<file path="config.mk">
export PLATFORM = sky130hd
export DESIGN_NAME = scanline_scheduler_flat
export DESIGN_NICKNAME = d
export VERILOG_FILES = /design/src/rtl/scanline_scheduler_pkg.sv /design/src/rtl/scanline_scheduler_if.sv /design/src/rtl/scanline_scheduler_y_span_clip.sv /design/src/rtl/scanline_scheduler.sv /design/src/flat_wrapper.sv
export SDC_FILE = /design/constraint.sdc
export NUM_CORES = 1
export LEC_CHECK = 0
export ABC_AREA = 0
export BUFFER_PORTS_ARGS = -buffer_cell sky130_fd_sc_hd__buf_2
export CAP_MARGIN = 10
export CORE_ASPECT_RATIO = 1.5
export CORE_MARGIN = 3
export CORE_UTILIZATION = 47
export DETAILED_ROUTE_END_ITERATION = 10
export GPL_TIMING_DRIVEN = 0
export PLACE_DENSITY = 0.77
export SYNTH_ARGS = -nofsm -noshare
export SYNTH_HDL_FRONTEND = slang
export SYNTH_SLANG_ARGS = --single-unit
</file>
<file path="constraint.sdc">
create_clock -name clk -period 7.8 [get_ports clk]
set_input_delay 0.39 -clock clk [delete_from_list [all_inputs] [get_ports clk]]
set_output_delay 0.39 -clock clk [all_outputs]
set_load 0.01 [all_outputs]
</file>
<file path="src/rtl/scanline_scheduler_pkg.sv">
// Shared geometry/colour types and screen constants for the raster pipeline.
// Pure declarations: no latency, no flow control.
package scanline_scheduler_pkg;

    localparam int HEIGHT = 480;

    typedef struct packed {
        logic signed [15:0] x;
        logic signed [15:0] y;
    } Point2D;

    typedef struct packed {
        logic signed [15:0] x;
        logic signed [15:0] y;
        logic signed [15:0] z;
    } Point3D;

    typedef struct packed {
        Point3D v0;
        Point3D v1;
        Point3D v2;
    } Triangle3D;

    typedef struct packed {
        logic [7:0] r;
        logic [7:0] g;
        logic [7:0] b;
    } Color;

    function automatic logic signed [15:0] smin(input logic signed [15:0] a,
                                                input logic signed [15:0] b);
        return (a < b) ? a : b;
    endfunction

    function automatic logic signed [15:0] smax(input logic signed [15:0] a,
                                                input logic signed [15:0] b);
        return (a > b) ? a : b;
    endfunction

endpackage

</file>
<file path="src/rtl/scanline_scheduler_if.sv">
// Bundle of the triangle intake handshake, colorfill request bus and status lines.
// Wiring only: no latency; intake is valid/ready, colorfill is request/done.
interface scanline_scheduler_if;
    import scanline_scheduler_pkg::*;

    logic               tri_valid;
    Triangle3D          tri_in;
    Color               tri_color;
    logic               tri_ready;

    logic               fill_en;
    logic signed [15:0] fill_height;
    Triangle3D          fill_tri;
    Color               fill_color;
    logic               fill_done;

    logic               busy;
    logic               tri_done;
    logic [15:0]        tri_count;
    logic               timeout_err;
    logic               clear_err;

    modport master (
        input  tri_valid, tri_in, tri_color, fill_done, clear_err,
        output tri_ready, fill_en, fill_height, fill_tri, fill_color,
               busy, tri_done, tri_count, timeout_err
    );

    modport slave (
        output tri_valid, tri_in, tri_color, fill_done, clear_err,
        input  tri_ready, fill_en, fill_height, fill_tri, fill_color,
               busy, tri_done, tri_count, timeout_err
    );

endinterface

</file>
<file path="src/rtl/scanline_scheduler_y_span_clip.sv">
// Signed min/max of three vertex heights clipped to the visible rows 0..SCREEN_H-1.
// Purely combinational; empty_o flags a span that lies entirely off screen.
module scanline_scheduler_y_span_clip
    import scanline_scheduler_pkg::*;
#(
    parameter int SCREEN_H = HEIGHT
) (
    input  logic signed [15:0] y0_i,
    input  logic signed [15:0] y1_i,
    input  logic signed [15:0] y2_i,
    output logic signed [15:0] ymin_o,
    output logic signed [15:0] ymax_o,
    output logic               empty_o
);
    localparam logic signed [15:0] YTOP = 16'(SCREEN_H - 1);

    logic signed [15:0] lo;
    logic signed [15:0] hi;

    always_comb begin
        lo      = smin(smin(y0_i, y1_i), y2_i);
        hi      = smax(smax(y0_i, y1_i), y2_i);
        ymin_o  = smax(lo, 16'sd0);
        ymax_o  = smin(hi, YTOP);
        empty_o = (ymin_o > ymax_o);
    end

endmodule

</file>
<file path="src/rtl/scanline_scheduler.sv">
// Per-triangle scanline sequencer feeding colorfill one line at a time, with a per-line watchdog.
// First request 2 cycles after accept, next 2 cycles after each fill_done; tri_ready only in IDLE.
module scanline_scheduler
    import scanline_scheduler_pkg::*;
#(
    parameter int SCREEN_H = HEIGHT,
    parameter int TIMEOUT  = 4096
) (
    input  logic                 clk,
    input  logic                 rst,
    scanline_scheduler_if.master bus
);
    typedef enum logic [2:0] {
        S_IDLE,
        S_SETUP,
        S_ISSUE,
        S_WAIT_LINE,
        S_NEXT,
        S_DONE
    } state_t;

    localparam int              WD_W    = (TIMEOUT > 2) ? $clog2(TIMEOUT) : 1;
    localparam logic [WD_W-1:0] WD_LAST = WD_W'(TIMEOUT - 1);

    state_t             state_q;
    logic signed [15:0] cur_y_q;
    logic signed [15:0] ymax_q;
    logic [WD_W-1:0]    wd_q;
    Triangle3D          fill_tri_q;
    Color               fill_color_q;
    logic               fill_en_q;
    logic               tri_ready_q;
    logic               busy_q;
    logic               tri_done_q;
    logic               timeout_err_q;
    logic [15:0]        tri_count_q;

    logic signed [15:0] cur_y_d;
    logic [15:0]        tri_count_d;
    logic [WD_W-1:0]    wd_d;

    logic signed [15:0] span_min;
    logic signed [15:0] span_max;
    logic               span_empty;

    scanline_scheduler_y_span_clip #(
        .SCREEN_H (SCREEN_H)
    ) u_span (
        .y0_i    (fill_tri_q.v0.y),
        .y1_i    (fill_tri_q.v1.y),
        .y2_i    (fill_tri_q.v2.y),
        .ymin_o  (span_min),
        .ymax_o  (span_max),
        .empty_o (span_empty)
    );

    assign cur_y_d     = cur_y_q + 16'sd1;
    assign tri_count_d = tri_count_q + 16'd1;
    assign wd_d        = wd_q + WD_W'(1);

    // The watchdog counts from the ISSUE cycle, so the abort lands exactly TIMEOUT cycles after fill_en.
    always_ff @(posedge clk or posedge rst) begin
        if (rst) begin
            state_q       <= S_IDLE;
            cur_y_q       <= '0;
            ymax_q        <= '0;
            wd_q          <= '0;
            fill_tri_q    <= '0;
            fill_color_q  <= '0;
            fill_en_q     <= 1'b0;
            tri_ready_q   <= 1'b1;
            busy_q        <= 1'b0;
            tri_done_q    <= 1'b0;
            timeout_err_q <= 1'b0;
            tri_count_q   <= '0;
        end else begin
            fill_en_q  <= 1'b0;
            tri_done_q <= 1'b0;
            if (bus.clear_err) begin
                timeout_err_q <= 1'b0;
            end

            case (state_q)
                S_IDLE: begin
                    if (bus.tri_valid) begin
                        fill_tri_q   <= bus.tri_in;
                        fill_color_q <= bus.tri_color;
                        tri_ready_q  <= 1'b0;
                        busy_q       <= 1'b1;
                        state_q      <= S_SETUP;
                    end
                end
                S_SETUP: begin
                    cur_y_q <= span_min;
                    ymax_q  <= span_max;
                    if (span_empty) begin
                        tri_done_q  <= 1'b1;
                        tri_count_q <= tri_count_d;
                        state_q     <= S_DONE;
                    end else begin
                        fill_en_q <= 1'b1;
                        wd_q      <= '0;
                        state_q   <= S_ISSUE;
                    end
                end
                S_ISSUE: begin
                    wd_q    <= wd_d;
                    state_q <= S_WAIT_LINE;
                end
                S_WAIT_LINE: begin
                    if (bus.fill_done) begin
                        state_q <= S_NEXT;
                    end else if (wd_q == WD_LAST) begin
                        timeout_err_q <= 1'b1;
                        tri_done_q    <= 1'b1;
                        tri_count_q   <= tri_count_d;
                        state_q       <= S_DONE;
                    end else begin
                        wd_q <= wd_d;
                    end
                end
                S_NEXT: begin
                    if (cur_y_q == ymax_q) begin
                        tri_done_q  <= 1'b1;
                        tri_count_q <= tri_count_d;
                        state_q     <= S_DONE;
                    end else begin
                        cur_y_q   <= cur_y_d;
                        fill_en_q <= 1'b1;
                        wd_q      <= '0;
                        state_q   <= S_ISSUE;
                    end
                end
                S_DONE: begin
                    tri_ready_q <= 1'b1;
                    busy_q      <= 1'b0;
                    state_q     <= S_IDLE;
                end
                default: begin
                    tri_ready_q <= 1'b1;
                    busy_q      <= 1'b0;
                    state_q     <= S_IDLE;
                end
            endcase
        end
    end

    assign bus.tri_ready   = tri_ready_q;
    assign bus.fill_en     = fill_en_q;
    assign bus.fill_height = cur_y_q;
    assign bus.fill_tri    = fill_tri_q;
    assign bus.fill_color  = fill_color_q;
    assign bus.busy        = busy_q;
    assign bus.tri_done    = tri_done_q;
    assign bus.tri_count   = tri_count_q;
    assign bus.timeout_err = timeout_err_q;

endmodule

</file>
<file path="src/flat_wrapper.sv">
// flat-port wrapper written by rule: the top's interface ports become plain ports
module scanline_scheduler_flat import scanline_scheduler_pkg::*;
#(
    parameter int SCREEN_H = HEIGHT,
    parameter int TIMEOUT  = 4096
)
  (clk, rst, bus_tri_valid, bus_tri_in, bus_tri_color, bus_fill_done, bus_clear_err, bus_tri_ready, bus_fill_en, bus_fill_height, bus_fill_tri, bus_fill_color, bus_busy, bus_tri_done, bus_tri_count, bus_timeout_err);
  scanline_scheduler_if bus_i ();
  input  logic clk;
  input  logic rst;
  input wire logic [$bits(bus_i.tri_valid)-1:0] bus_tri_valid;
  input wire logic [$bits(bus_i.tri_in)-1:0] bus_tri_in;
  input wire logic [$bits(bus_i.tri_color)-1:0] bus_tri_color;
  input wire logic [$bits(bus_i.fill_done)-1:0] bus_fill_done;
  input wire logic [$bits(bus_i.clear_err)-1:0] bus_clear_err;
  output wire logic [$bits(bus_i.tri_ready)-1:0] bus_tri_ready;
  output wire logic [$bits(bus_i.fill_en)-1:0] bus_fill_en;
  output wire logic [$bits(bus_i.fill_height)-1:0] bus_fill_height;
  output wire logic [$bits(bus_i.fill_tri)-1:0] bus_fill_tri;
  output wire logic [$bits(bus_i.fill_color)-1:0] bus_fill_color;
  output wire logic [$bits(bus_i.busy)-1:0] bus_busy;
  output wire logic [$bits(bus_i.tri_done)-1:0] bus_tri_done;
  output wire logic [$bits(bus_i.tri_count)-1:0] bus_tri_count;
  output wire logic [$bits(bus_i.timeout_err)-1:0] bus_timeout_err;
  assign bus_i.tri_valid = bus_tri_valid;
  assign bus_i.tri_in = bus_tri_in;
  assign bus_i.tri_color = bus_tri_color;
  assign bus_i.fill_done = bus_fill_done;
  assign bus_i.clear_err = bus_clear_err;
  assign bus_tri_ready = bus_i.tri_ready;
  assign bus_fill_en = bus_i.fill_en;
  assign bus_fill_height = bus_i.fill_height;
  assign bus_fill_tri = bus_i.fill_tri;
  assign bus_fill_color = bus_i.fill_color;
  assign bus_busy = bus_i.busy;
  assign bus_tri_done = bus_i.tri_done;
  assign bus_tri_count = bus_i.tri_count;
  assign bus_timeout_err = bus_i.timeout_err;
  scanline_scheduler #(.SCREEN_H(SCREEN_H), .TIMEOUT(TIMEOUT)) u_core (.clk(clk), .rst(rst), .bus(bus_i));
endmodule
</file>
==> results by group <==
Critical path
  – Most Frequent Cell on Critical Path: ha_1
  – Kind of end point of the critical path: flip-flop
  – Start of the worst register-to-register path: u_core.bus.fill_tri[113]$_DFFE_PP0P_
  – Worst reg-to-reg setup slack: 0.14 ns
  – End of the worst register-to-register path: u_core.wd_q[7]$_DFFE_PP0P_
  – Biggest fanout along the worst timing path: 10
  – CP max stage delay: 0.56 ns
  – Worst EP required: 8.21 ns
  – Critical Setup Path Class: reg -> reg
  – Crit start category: flip-flop
  – Worst R2R Path Depth: 32
  – Slowest cell on crit path: or4_4
  – CP Data Arrival Time: 8.06 ns

Finish
  – Cell area after layout: 0.0159 sq mm
  – Area grow syn2layout: 29.5%
  – Final Core Density: 62.7%
  – Number of nets in the final layout: 1813
  – Ratio of cells with drive above 1 in the final layout: 41.7%

Global route
  – Congestion Overflow GR: 0
  – Largest net degree at the start of global routing: 133
  – Total routing usage reported by global routing: 27.5%
  – Initial antenna violation count: 4
  – Number of global-route vias before repair: 11300
  – Wire length of the first global-routing pass: 62000 um

Timing
  – Final Cycle Share: 98.2%
  – Number of max-slew violations in the final report: 0
  – Setup Skew: 0.0246 ns
  – Hold Slack: 0.0258 ns
  – Number of hold violations in the final report: 0
  – Worst setup margin: 0.143 ns
  – Setup violations, final: 0
  – Actual slew at the worst max-slew pin: 1.07 ns
  – Minimum clock period after layout: 7.66 ns
  – Worst slew margin relative to its limit: 28.0%
  – Highest Clock Rate: 131 MHz

Synth
  – Area leader, netlist: dfrtp_1
  – Number of library cell types mapped by synthesis: 65
  – Mapped cell area: 0.0123 sq mm
  – Share of the synthesized area in the top cell type: 47.8%
  – Instance count of the mapped netlist: 1145
  – Post-Synthesis Net Count: 1385
  – Top cells by area, synth: dfrtp_1 (48%), mux2_2 (13%), ha_1 (6.8%)
  – Number of flops mapped to enable cells by yosys: 0
  – Syn Area/Cell: 10.8 sq um
  – Sequential fraction of the synthesis area: 48.0%
  – Ranking of synthesized cells by instance count: dfrtp_1 (235), mux2_2 (147), nand2_1 (100), o21ai_0 (82), ha_1 (67)
  – FFs w/ async S/R, synth: 100%
  – Flip-flop and latch count after synthesis: 236
  – Most used flip-flop cell after synthesis: dfrtp_1
  – Most frequent cell after synthesis: dfrtp_1
  – Number of warnings reported in the yosys synthesis log: 0

Detailed routing
  – Detailed-route wire length per cell: 21.2 um
  – First DRT Iteration DRCs: 706
  – Post-DR vias/cell: 5.70
  – Remaining antenna violation count after routing: 0
  – Via count: 10900
  – Total length of routed wires: 40600 um
  – DRC Markers: 0
  – Detailed Routing Iterations Pass 1: 5

Clocking
  – Total CTS buffers: 24
  – Clock latency at the later pin of the worst-skew pair: 0.54 ns
  – Deepest level of the CTS H-tree: 1
  – Hold-fix buffers, CTS: 0
  – Clock-pin slew reported for the worst setup and hold paths after clock tree synthesis: 0.08 ns
  – Buffer levels on the longest clock path: 3
  – Number of sinks driven by the clock tree: 236
  – Root cell of the clock tree: clkbuf_16
  – TritonCTS clock tree: built

Hold path
  – Path type of the worst min-delay path: in -> async

Place
  – Placement-stage cell area: 0.0146 sq mm
  – Port Buffer Count: 377
  – Routability congestion estimate: 0.936
  – Placement-stage worst setup slack: -1.56 ns
  – Post-detail-place hpwl: 31300 um

Floorplan
  – Cell Rows: 71
  – Die Area: 0.0282 sq mm
  – Placeable Area: 0.0254 sq mm
  – Initial standard-cell utilization of the core: 48.5%
  – Horizontal extent of the die: 138 um
  – Floorplan die height: 204 um
  – I/O pin cnt: 378

Status
  – Status: finished, final reports clean

Job
  – Number of max-capacitance violations reported: 0
[cell type report]
| class | instances | area, sq um |
|---|---|---|
| fill | 2129 | 9470 |
| clock inverter | 7 | 78.8 |
| timing repair buffer | 403 | 2100 |
| buffer | 55 | 284 |
| inverter | 43 | 169 |
| antenna | 2 | 5.00 |
| sequential | 236 | 5920 |
| clock buffer | 32 | 701 |
| tap | 328 | 410 |
| multi-input combinational | 810 | 6270 |
[worst max path at each step]
stage                                               from                                    end  slack, ns  cells after the start
global route        u_core.bus.fill_tri[113]$_DFFE_PP0P_            u_core.wd_q[10]$_DFFE_PP0P_      -0.03                     31
CTS                 u_core.bus.fill_tri[127]$_DFFE_PP0P_            u_core.wd_q[11]$_DFFE_PP0P_       0.01                     32
detailed placement  u_core.bus.fill_tri[127]$_DFFE_PP0P_            u_core.wd_q[11]$_DFFE_PP0P_      -1.56                     31
floorplan            u_core.bus.fill_tri[79]$_DFFE_PP0P_            u_core.wd_q[11]$_DFFE_PP0P_       0.14                     32
global placement                                     rst  u_core.bus.fill_height[2]$_DFFE_PP0P_      -1.46                      2
finish              u_core.bus.fill_tri[113]$_DFFE_PP0P_             u_core.wd_q[7]$_DFFE_PP0P_       0.14                     32
[repair_timing]
action | 4_1_cts | 5_1_grt
endpoints found under the setup margin | 33 | 32
pin swaps | 3 | 14
setup buffers | 8 | 17
gates resized for setup | 36 | 54
[routing by layer]
layer | vias to the layer above | track usage (%) | part of all wire (%)
li1 | 5006 | - | -
met1 | 5318 | 32.0 | 37
met2 | 482 | 50.0 | 52
met3 | 113 | 5.52 | 7.1
met4 | 2 | 10.1 | 3.9
met5 | - | 0 | 0.032
[state kept, by name, indices dropped and copies added, names as in the netlist]
signal and cells:
u_core.wd_q 12, u_core.bus.busy 1, u_core.bus.tri_done 1, u_core.bus.fill_height 16
u_core.bus.fill_color 24, u_core.ymax_q 16, u_core.bus.timeout_err 1, u_core.state_q 3
u_core.bus.tri_ready 1, u_core.bus.fill_tri 144, u_core.bus.tri_count 16, u_core.bus.fill_en 1
[kinds of logic (layout without fill, tap and decap cells)]
logic type | Yosys count | in the layout | synth area share [%]
xor gates and xnor gates | 31 | 31 | 2.21
and+or+nand+nor | 299 | 299 | 11.8
DFF | 236 | 236 | 48.0
adders and majority gates | 67 | 67 | 6.81
AOI/OAI and AO/OA | 249 | 249 | 13.0
buffers and inverters | 99 | 540 | 3.11
muxes | 164 | 164 | 15.1
other | 0 | 2 | 0
[through the flow]
stage               TNS, ns  cells
global route        -0.0502   1916
detailed placement   -41.61   1851
finish                    0   1916
global placement    -375.60   1850
CTS                       0   1898
floorplan                 0   1145
[cell usage in the layout, fill, tap and decap left out, types with 8 or more instances in the layout]
master     count
a211oi_1       8
a21o_1        12
a21oi_1       34
and3_1        21
buf_2        379
buf_4         27
clkbuf_1      40
clkbuf_16     24
clkbuf_8      10
dfrtp_1      225
dfrtp_2       10
ha_1          65
inv_1         39
mux2_1         9
mux2_2       149
nand2_1       98
nand3_1       39
nand4_1       13
nor2_1        56
nor3_1        10
o211ai_1       9
o21ai_0       79
o21ai_1       23
o31ai_1       11
xnor2_1       15
xor2_1        16
[worst max-delay path, delay by kind of cell (launching register included)]
kind	cells	cell delay (ns)
AND/OR/NAND/NOR	7	1.36
multiplexers	1	0.38
flip-flops	1	0.45
buffers and inverters	6	0.99
adder cells (fa/ha/maj)	4	1.20
AO/OA/AOI/OAI	14	3.12
Power is left out: the tool's default activity adds up to more than one toggle a clock period on the data nets, which glitch-free logic cannot reach.
